## src/rtl/fpu_op_arbiter_if.sv

```systemverilog
// Handshake and datapath bundle between requesters/FPU (master) and fpu_op_arbiter (slave).
interface fpu_op_arbiter_if #(
  parameter int unsigned NUM_REQ = 2
);
  logic [NUM_REQ-1:0]    req_valid;
  logic [NUM_REQ-1:0]    req_ready;
  logic [32*NUM_REQ-1:0] req_a;
  logic [32*NUM_REQ-1:0] req_b;
  logic [2*NUM_REQ-1:0]  req_op;
  logic                  halt_req;
  logic                  halted;
  logic                  fpu_valid;
  logic [31:0]           fpu_a;
  logic [31:0]           fpu_b;
  logic [1:0]            fpu_op;
  logic [31:0]           fpu_res;
  logic [NUM_REQ-1:0]    rsp_valid;
  logic [31:0]           rsp_data;
  logic                  rsp_err;

  modport master (
    output req_valid, req_a, req_b, req_op, halt_req, fpu_res,
    input  req_ready, halted, fpu_valid, fpu_a, fpu_b, fpu_op, rsp_valid, rsp_data, rsp_err
  );

  modport slave (
    input  req_valid, req_a, req_b, req_op, halt_req, fpu_res,
    output req_ready, halted, fpu_valid, fpu_a, fpu_b, fpu_op, rsp_valid, rsp_data, rsp_err
  );
endinterface

```

## src/rtl/fpu_op_arbiter.sv

```systemverilog
// Round-robin arbiter sharing one fixed-latency FPU, with owner tag pipeline and drain/halt.
// Optional FPU_ARB_STATS_EN adds saturating issue/conflict counters.
module fpu_op_arbiter #(
  parameter int unsigned NUM_REQ  = 2,
  parameter int unsigned PIPE_LAT = 3
) (
  input  logic                   clk,
  input  logic                   rst,
  fpu_op_arbiter_if.slave        bus
`ifdef FPU_ARB_STATS_EN
  ,
  output logic [31:0]            stat_issued,
  output logic [31:0]            stat_conflict
`endif
);

  localparam logic [1:0] StRun   = 2'd0;
  localparam logic [1:0] StDrain = 2'd1;
  localparam logic [1:0] StHalt  = 2'd2;

  logic [1:0]         state_q, state_d;
  logic [1:0]         ptr_q;
  logic [1:0]         winner;
  logic               found;
  logic [3:0]         valid4;
  logic [2:0]         idx_sum;
  logic [NUM_REQ-1:0] ready_d;
  logic [31:0]        sel_a, sel_b;
  logic [1:0]         sel_op;
  logic               unsupported;

  logic               fpu_valid_q;
  logic [31:0]        fpu_a_q, fpu_b_q;
  logic [1:0]         fpu_op_q;

  logic [PIPE_LAT:0]  tag_v_q, tag_err_q;
  logic [1:0]         tag_id_q [PIPE_LAT+1];

  logic [NUM_REQ-1:0] rsp_valid_q, rsp_valid_d;
  logic [31:0]        rsp_data_q;
  logic               rsp_err_q;

  // Padded to four so the wrapped index can address it for any legal NUM_REQ.
  always_comb begin
    valid4  = 4'(bus.req_valid);
    found   = 1'b0;
    winner  = 2'd0;
    idx_sum = 3'd0;
    if (!rst && state_q == StRun && !bus.halt_req) begin
      for (int unsigned k = 0; k < NUM_REQ; k++) begin
        idx_sum = {1'b0, ptr_q} + 3'(k);
        if (idx_sum >= 3'(NUM_REQ)) idx_sum = idx_sum - 3'(NUM_REQ);
        if (!found && valid4[idx_sum[1:0]]) begin
          found  = 1'b1;
          winner = idx_sum[1:0];
        end
      end
    end
  end

  always_comb begin
    ready_d = '0;
    sel_a   = 32'h0;
    sel_b   = 32'h0;
    sel_op  = 2'b00;
    for (int unsigned i = 0; i < NUM_REQ; i++) begin
      ready_d[i] = found && (winner == 2'(i));
      if (winner == 2'(i)) begin
        sel_a  = bus.req_a[32*i +: 32];
        sel_b  = bus.req_b[32*i +: 32];
        sel_op = bus.req_op[2*i +: 2];
      end
    end
  end

  // Only add (00) and mul (10) reach the FPU.
  assign unsupported = sel_op[0];

  always_comb begin
    state_d = state_q;
    case (state_q)
      StRun:   if (bus.halt_req)   state_d = StDrain;
      StDrain: if (tag_v_q == '0)  state_d = StHalt;
      StHalt:  if (!bus.halt_req)  state_d = StRun;
      default: state_d = StRun;
    endcase
  end

  always_comb begin
    rsp_valid_d = '0;
    for (int unsigned i = 0; i < NUM_REQ; i++) begin
      rsp_valid_d[i] = tag_v_q[PIPE_LAT] && (tag_id_q[PIPE_LAT] == 2'(i));
    end
  end

  always_ff @(posedge clk) begin
    if (rst) begin
      state_q     <= StRun;
      ptr_q       <= 2'd0;
      fpu_valid_q <= 1'b0;
      fpu_a_q     <= 32'h0;
      fpu_b_q     <= 32'h0;
      fpu_op_q    <= 2'b00;
      tag_v_q     <= '0;
      tag_err_q   <= '0;
      for (int unsigned s = 0; s <= PIPE_LAT; s++) tag_id_q[s] <= 2'd0;
      rsp_valid_q <= '0;
      rsp_data_q  <= 32'h0;
      rsp_err_q   <= 1'b0;
    end else begin
      state_q     <= state_d;
      fpu_valid_q <= found && !unsupported;
      if (found) begin
        ptr_q    <= (winner == 2'(NUM_REQ - 1)) ? 2'd0 : winner + 2'd1;
        fpu_a_q  <= sel_a;
        fpu_b_q  <= sel_b;
        fpu_op_q <= sel_op;
      end
      tag_v_q     <= {tag_v_q[PIPE_LAT-1:0], found};
      tag_err_q   <= {tag_err_q[PIPE_LAT-1:0], found && unsupported};
      tag_id_q[0] <= winner;
      for (int unsigned s = 1; s <= PIPE_LAT; s++) tag_id_q[s] <= tag_id_q[s-1];
      // Last tag stage lines up with fpu_res; anything without a live tag is discarded.
      rsp_valid_q <= rsp_valid_d;
      rsp_err_q   <= tag_v_q[PIPE_LAT] && tag_err_q[PIPE_LAT];
      rsp_data_q  <= (tag_v_q[PIPE_LAT] && !tag_err_q[PIPE_LAT]) ? bus.fpu_res : 32'h0;
    end
  end

  assign bus.req_ready = ready_d;
  assign bus.halted    = (state_q == StHalt);
  assign bus.fpu_valid = fpu_valid_q;
  assign bus.fpu_a     = fpu_a_q;
  assign bus.fpu_b     = fpu_b_q;
  assign bus.fpu_op    = fpu_op_q;
  assign bus.rsp_valid = rsp_valid_q;
  assign bus.rsp_data  = rsp_data_q;
  assign bus.rsp_err   = rsp_err_q;

`ifdef FPU_ARB_STATS_EN
  logic multi_valid;
  assign multi_valid = (bus.req_valid & (bus.req_valid - NUM_REQ'(1))) != '0;

  always_ff @(posedge clk) begin
    if (rst) begin
      stat_issued   <= 32'h0;
      stat_conflict <= 32'h0;
    end else begin
      if (found && stat_issued != 32'hFFFF_FFFF) stat_issued <= stat_issued + 32'd1;
      if (found && multi_valid && stat_conflict != 32'hFFFF_FFFF) begin
        stat_conflict <= stat_conflict + 32'd1;
      end
    end
  end
`endif

endmodule
```

## src/flat_wrapper.sv

```systemverilog
// flat-port wrapper written by rule: the top's interface ports become plain ports
module fpu_op_arbiter_flat 
#(
  parameter int unsigned NUM_REQ  = 2,
  parameter int unsigned PIPE_LAT = 3
)
  (clk, rst, bus_req_valid, bus_req_a, bus_req_b, bus_req_op, bus_halt_req, bus_fpu_res, bus_req_ready, bus_halted, bus_fpu_valid, bus_fpu_a, bus_fpu_b, bus_fpu_op, bus_rsp_valid, bus_rsp_data, bus_rsp_err);
  fpu_op_arbiter_if #(.NUM_REQ(NUM_REQ)) bus_i ();
  input  logic clk;
  input  logic rst;
  input wire logic [$bits(bus_i.req_valid)-1:0] bus_req_valid;
  input wire logic [$bits(bus_i.req_a)-1:0] bus_req_a;
  input wire logic [$bits(bus_i.req_b)-1:0] bus_req_b;
  input wire logic [$bits(bus_i.req_op)-1:0] bus_req_op;
  input wire logic [$bits(bus_i.halt_req)-1:0] bus_halt_req;
  input wire logic [$bits(bus_i.fpu_res)-1:0] bus_fpu_res;
  output wire logic [$bits(bus_i.req_ready)-1:0] bus_req_ready;
  output wire logic [$bits(bus_i.halted)-1:0] bus_halted;
  output wire logic [$bits(bus_i.fpu_valid)-1:0] bus_fpu_valid;
  output wire logic [$bits(bus_i.fpu_a)-1:0] bus_fpu_a;
  output wire logic [$bits(bus_i.fpu_b)-1:0] bus_fpu_b;
  output wire logic [$bits(bus_i.fpu_op)-1:0] bus_fpu_op;
  output wire logic [$bits(bus_i.rsp_valid)-1:0] bus_rsp_valid;
  output wire logic [$bits(bus_i.rsp_data)-1:0] bus_rsp_data;
  output wire logic [$bits(bus_i.rsp_err)-1:0] bus_rsp_err;
  assign bus_i.req_valid = bus_req_valid;
  assign bus_i.req_a = bus_req_a;
  assign bus_i.req_b = bus_req_b;
  assign bus_i.req_op = bus_req_op;
  assign bus_i.halt_req = bus_halt_req;
  assign bus_i.fpu_res = bus_fpu_res;
  assign bus_req_ready = bus_i.req_ready;
  assign bus_halted = bus_i.halted;
  assign bus_fpu_valid = bus_i.fpu_valid;
  assign bus_fpu_a = bus_i.fpu_a;
  assign bus_fpu_b = bus_i.fpu_b;
  assign bus_fpu_op = bus_i.fpu_op;
  assign bus_rsp_valid = bus_i.rsp_valid;
  assign bus_rsp_data = bus_i.rsp_data;
  assign bus_rsp_err = bus_i.rsp_err;
  fpu_op_arbiter #(.NUM_REQ(NUM_REQ), .PIPE_LAT(PIPE_LAT)) u_core (.clk(clk), .rst(rst), .bus(bus_i));
endmodule
```

## config.mk

```make
export PLATFORM = sky130hd
export DESIGN_NAME = fpu_op_arbiter_flat
export DESIGN_NICKNAME = d
export VERILOG_FILES = /design/src/rtl/fpu_op_arbiter_if.sv /design/src/rtl/fpu_op_arbiter.sv /design/src/flat_wrapper.sv
export SDC_FILE = /design/constraint.sdc
export NUM_CORES = 1
export LEC_CHECK = 0
export CAP_MARGIN = 40
export CELL_PAD_IN_SITES_DETAIL_PLACEMENT = 1
export CELL_PAD_IN_SITES_GLOBAL_PLACEMENT = 2
export CORE_ASPECT_RATIO = 0.6
export CORE_MARGIN = 8
export CORE_UTILIZATION = 18
export CTS_CLUSTER_DIAMETER = 150
export DETAILED_ROUTE_END_ITERATION = 6
export GPL_ROUTABILITY_DRIVEN = 1
export HOLD_SLACK_MARGIN = 0.06
export PLACE_DENSITY_LB_ADDON = 0.1
export SYNTH_ARGS = -nofsm -noshare
export SYNTH_HDL_FRONTEND = slang
export SYNTH_SLANG_ARGS = --single-unit
```

## constraint.sdc

```tcl
create_clock -name clk -period 1.35 [get_ports clk]
set_input_delay 0.2025 -clock clk [delete_from_list [all_inputs] [get_ports clk]]
set_output_delay 0.2025 -clock clk [all_outputs]
set_load 0.005 [all_outputs]
```

; ---- Word-level counts from Yosys, hierarchy flattened
; Memory sizes are Yosys's and may differ from the RTL's.
; Cells that the tools add are included.
[totals]
reg_bits = 114
mem_bits_rw = 8
input_bits = 169
out_inout_bits = 105
elab_cells = 87
n_memories = 1
[memory_table]
columns = name, depth, word_bits, rd, rd_ports_with_merged_regs, write_ports, line_no
row1 = u_core.tag_id_q, 4, 2, 4, 0, 4, fpu_op_arbiter.sv:37  ; logic [1:0] tag_id_q [PIPE_LAT+1];
[op_classes]
add_sub_neg = 4
n_lt_le_gt_ge = 4
eq_ne = 7
n_mux = 33
bitwise = 5
reduce_logical = 22
[ops]
columns = cell, n
row1 = two-way mux 32 bit, 4
row2 = two-way mux 2 bit, 17
row3 = logical AND 1 bit, 11
row4 = two-way mux 1 bit, 9
row5 = == test 2 x 1 -> 1 bit (second input constant), 3
row6 = logical NOT 2 bit, 3
row7 = < comparator 2 x 3 -> 1 bit (second input constant), 2
row8 = case mux 2 bit (3 select lines), 1
row9 = logical NOT 1 bit, 5
row10 = binary-select mux 1 bit (select 2 bit), 2
row11 = logical NOT 4 bit, 1
row12 = inequality test 2 bit (second input constant), 2
row13 = OR 1 bit, 4
row14 = subtractor 2 bit (second input constant), 2
row15 = adder 2 x 1 -> 3 bit (second input constant), 1
row16 = greater-or-equal comparator 3 x 2 -> 1 bit (second input constant), 1
row17 = AND reduction 3 bit, 1
row18 = adder 2 x 1 -> 2 bit (second input constant), 1
row19 = == test 2 bit (second input constant), 1
row20 = greater-or-equal comparator 2 bit (second input constant), 1
row21 = inequality test 2 x 1 -> 1 bit (second input constant), 1
row22 = OR reduction 2 bit, 1
row23 = NOT 1 bit, 1

; ---- Logic depth before layout (Yosys ltp)
[depth]
depth_word = 17
mapped_depth = 7
depth_no_buf = 4

; ---- Worst setup path after synthesis
; No wires, ideal clock.
[synth_path]
kind = reg-to-output
startpoint = reg u_core.state_q[1]
endpoint = out bus_req_ready[0]
t_arrival_ns = 1.195
t_required_ns = 1.148
path_slack_ns = -0.048
stages_incl_launch_ff = 5
n_path_buf = 1
path_cell_list = dfxtp_1 > nor4_4 > o21ai_2 > buf_2 > a21oi_1
[synth_between]
elab_chain_len = 6
word_cells_on_any_way = 7
classes_between = 2 x mux / 5 x reduce/logical
[synth_rtl]
columns = item, line_no
row1 = from (decl), fpu_op_arbiter.sv:21  ; logic [1:0] state_q, state_d;
row2 = from (signal assigned), fpu_op_arbiter.sv:98  ; state_q <= StRun;
row3 = from (signal assigned), fpu_op_arbiter.sv:111  ; state_q <= state_d;
row4 = logical NOT 2 bit (*), fpu_op_arbiter.sv:49  ; if (!rst && state_q == StRun && !bus.halt_req) begin
row5 = logical AND 1 bit (*) (2 in series), fpu_op_arbiter.sv:49
row6 = two-way mux 2 bit, fpu_op_arbiter.sv:49
row7 = logical NOT 2 bit, fpu_op_arbiter.sv:67  ; ready_d[i] = found && (winner == 2'(i));
row8 = logical AND 1 bit (*), fpu_op_arbiter.sv:67
row9 = to (decl), flat_wrapper.sv:17  ; output wire logic [$bits(bus_i.req_ready)-1:0] bus_req_ready;
; Every way passes the cells marked *; elsewhere a longest branch is shown, timed or not.

; ---- Worst setup path in the final report
[layout_path]
startpoint = in bus_halt_req
endpoint = out bus_req_ready[0]
[layout_between]
elab_chain_len = 5
word_cells_on_any_way = 6
classes_between = 2 x mux / 4 x reduce/logical
[layout_rtl]
columns = item, line_no
row1 = from (decl), flat_wrapper.sv:15  ; input wire logic [$bits(bus_i.halt_req)-1:0] bus_halt_req;
row2 = logical NOT 1 bit (*), fpu_op_arbiter.sv:49
row3 = logical AND 1 bit (*), fpu_op_arbiter.sv:49
row4 = two-way mux 2 bit, fpu_op_arbiter.sv:49
row5 = logical NOT 2 bit, fpu_op_arbiter.sv:67
row6 = logical AND 1 bit (*), fpu_op_arbiter.sv:67
; Marked as above.

==> results.yml <==
status:
  outcome: "finished with violations"
  violations: "negative setup slack"
route:
  antenna_left: 0
  drc: 0
  dr_total_vias: 5243
  firstDrtPassIters: 4
  routed_wirelength_um: 24680
  drt_iter0_drc: 215
  wl_per_cell_um: 19.71
  via_per_inst: 4.188
place:
  gp_congestion: 0.7344
  dp_hpwl_um: 16220
  port_buffers: 273
  dpl.cell_count: 1181
  pre_cts_ws_ns: -0.8871
timing:
  drv_slew: 0
  min_period_ns: 1.807
  post-route-period-util_pct: 133.9
  clock_skew_ns: 0.008988
  max_slew_margin_pct: 55.79
  setup_ws_ns: -0.4571
  tightest_slew_ns: 0.6632
  rsz0062_at_grt: "yes"
  hold_viol_final: 0
  setup_viol: 74
  timing.fmax_mhz: 553.4
cells_and_area:
  finalCoreUtilization_pct: 35.18
  layoutNonFillerInstCount: 1252
  area_delta_synth_final_pct: 91.65
  nFillCells: 3048
  drive_gt1_share_pct: 12.92
  fin_nets: 1046
pwr:
  p_int_mw: 7.592
  p_leak_nw: 4.358
  clkPwrFrac_pct: 45.9
  power_density_nw_per_um2: 1093
  power.switching_mw: 2.610
  fin_total_pwr_mw: 10.20
  pwr-share-seq_pct: 37.0
  ir_drop_mv: 0.6523
  combPwrFrac_pct: 17.1
  swShare_pct: 25.58
clock_network:
  cts_tree: "yes"
  ctsHoldBuffers: 0
  clock_latency_ns: 0.42
  cts_buffers: 17
  clock-sinks: 122
  clk_pin_slew_ns: 0.06
  clockBufferDepth: 2
  htree_num_levels: 4
  root_buffer: "clkbuf_16"
worst_setup_path:
  r2r_setup_slack_ns: -0.44
  worstSetupPathType: "in2out"
  required_ns: 1.15
  critPathMaxFanout: 2
  r2r_cells: 10
  end_kind: "output pin"
  startpoint_type: "input pin"
  worst_ep_arrival_time_ns: 1.60
synth:
  ys_seq_area_share_pct: 50.14
  ys_warn_count: 0
  yosys-top-cells-area: "dfxtp_1, and3_1, a21oi_1"
  synth_ff_type: "dfxtp_1"
  syn_area_per_cell_um2: 8.427
  synth-seq-cells: 122
  synth_top_area_share_pct: 50.14
  synth_edf_count: 0
  synthCells: 578
  syn_nets: 747
  netlist_area_um2: 4871
  async_flop_share_pct: 0
  yosysUniqueCellTypes: 31
  synth_area_leader_cell: "dfxtp_1"
global_route:
  track_usage_pct: 14.56
  antenna_found_initial: 5
  grt-ovfl-total: 0
  grt_pass1_wl_um: 35980
  grt_max_degree: 67
  grt_pass1_vias: 5633
job:
  drv_cap: 0
hold_path:
  hold_class: "in2reg"
  min_path_cells: 3
floorplanning:
  start_util_pct: 18.36
  die_h_um: 143.4
  pin_count: 274
  placeableCoreArea_um2: 26530
  dieArea_um2: 32750
  dieWidth_um: 228.4
  rows: 46
cell usage after synthesis (2+ instances only):
| library cell | n |
|---|---|
| a21oi_1 | 67 |
| and2_1 | 33 |
| and3_1 | 132 |
| buf_2 | 6 |
| clkbuf_1 | 39 |
| clkbuf_2 | 7 |
| dfxtp_1 | 122 |
| nand2_1 | 67 |
| nor2_1 | 5 |
| nor2b_1 | 13 |
| nor3b_1 | 2 |
| o21ai_0 | 38 |
| o21ai_1 | 29 |
final cells by class:
class / instances / area [µm²] / share of cell area [%]
timing repair buffer: 335 / 3582 / 38.37
antenna: 2 / 5.005 / 0.05361
multi-input combinational: 399 / 2240 / 23.99
sequential: 122 / 2447 / 26.22
inverter: 2 / 7.507 / 0.08042
clock inverter: 14 / 163.9 / 1.756
tap: 360 / 450.4 / 4.825
clock buffer: 18 / 439.2 / 4.704
power by group through the flow:
| stage | clock (mW) | sequential, mW | combinational, mW |
|---|---|---|---|
| 2_1_floorplan | 0 | 3.86 | 0.474 |
| 3_3_place_gp | 0 | 3.85 | 1.38 |
| 3_5_place_dp | 0 | 3.86 | 1.40 |
| 4_1_cts | 4.88 | 3.78 | 1.69 |
| 5_1_grt | 5.03 | 3.79 | 1.88 |
| 6_report | 4.68 | 3.78 | 1.75 |
placed cells by master, fill, tap and decap left out, types with 2 or more instances in the layout:
cell,count
clkdlybuf4s50_1,165
and3_1,132
dfxtp_1,120
dlygate4sd2_1,102
nand2_1,65
a21oi_1,65
o21ai_1,36
and2_1,33
o21ai_0,29
buf_4,27
clkbuf_16,20
buf_16,16
nor2b_1,12
buf_12,11
buf_6,7
nor2_1,4
inv_6,4
clkinv_4,4
buf_2,4
clkinvlp_4,3
diode_2,2
o21ai_4,2
nor3b_1,2
nand2_2,2
bufinv_16,2
metrics by stage:
step                      setup TNS (ns)  cell area, µm²  hold slack, ns
after floorplan                        0            4881          0.3242
after global placement            -60.64            8043          0.4099
after detailed placement          -61.56            8043          0.4097
after CTS                         -27.99            9141          0.2610
after global routing              -34.11            9335          0.2889
final                             -28.60            9335          0.2785
repair_timing:
item / 4_1_cts / 5_1_grt
gates resized for setup: 159 / 14
pin swaps: 2 / 1
buffers inserted: 14 / 8
cloned: 14 / 3
setup endpoints to repair: 177 / 75
final timing paths:
path	endpoint	start
max	bus_req_ready[0]	bus_halt_req
min	u_core.ptr_q[0]$_SDFFE_PP0N_	bus_req_valid[1]
max reg2reg	u_core.bus.fpu_a[12]$_SDFFE_PP0N_	u_core.state_q[0]$_SDFFE_PP0P_
min reg2reg	u_core.bus.rsp_valid[0]$_SDFF_PP0_	u_core.tag_id_q[0][6]$_SDFF_PP0_
routing by layer:
layer / track usage [%] / up-vias / wire length (µm)
met5: 0 / - / 37
met4: 3.903 / 6 / 277
met3: 6.163 / 24 / 1725
met2: 23.40 / 132 / 11470
met1: 17.80 / 2486 / 11170
li1: - / 2595 / -
logic make-up (layout without fill, tap and decap cells):
group                  count (synthesis)  in the layout  synth area share, %
multiplexers                           1              1               0.2055
AND/OR/NAND/NOR                      259            259                30.03
flip-flops                           122            122                50.14
other                                  1              3              0.07699
buffers and inverters                 57            369                4.957
AO/OA/AOI/OAI                        138            138                14.59
state kept, by name, indices dropped and copies added, names as in the netlist:
| signal | flops |
|---|---|
| u_core.tag_id_q | 8 |
| u_core.bus.rsp_err | 1 |
| u_core.state_q | 2 |
| u_core.bus.fpu_op | 2 |
| u_core.bus.rsp_data | 32 |
| u_core.bus.fpu_b | 32 |
| u_core.ptr_q | 2 |
| u_core.bus.fpu_valid | 1 |
| u_core.bus.fpu_a | 32 |
| u_core.tag_err_q | 4 |
| u_core.tag_v_q | 4 |
| u_core.bus.rsp_valid | 2 |
worst max-delay path, cell delays in order:
cell and delay (ns):
clkdlybuf4s50_1 0.46, nor4_4 0.36, buf_4 0.18, buf_6 0.10
o21ai_4 0.05, a21oi_2 0.10, buf_2 0.14
Note: power is estimated with default switching activity, not from simulation.
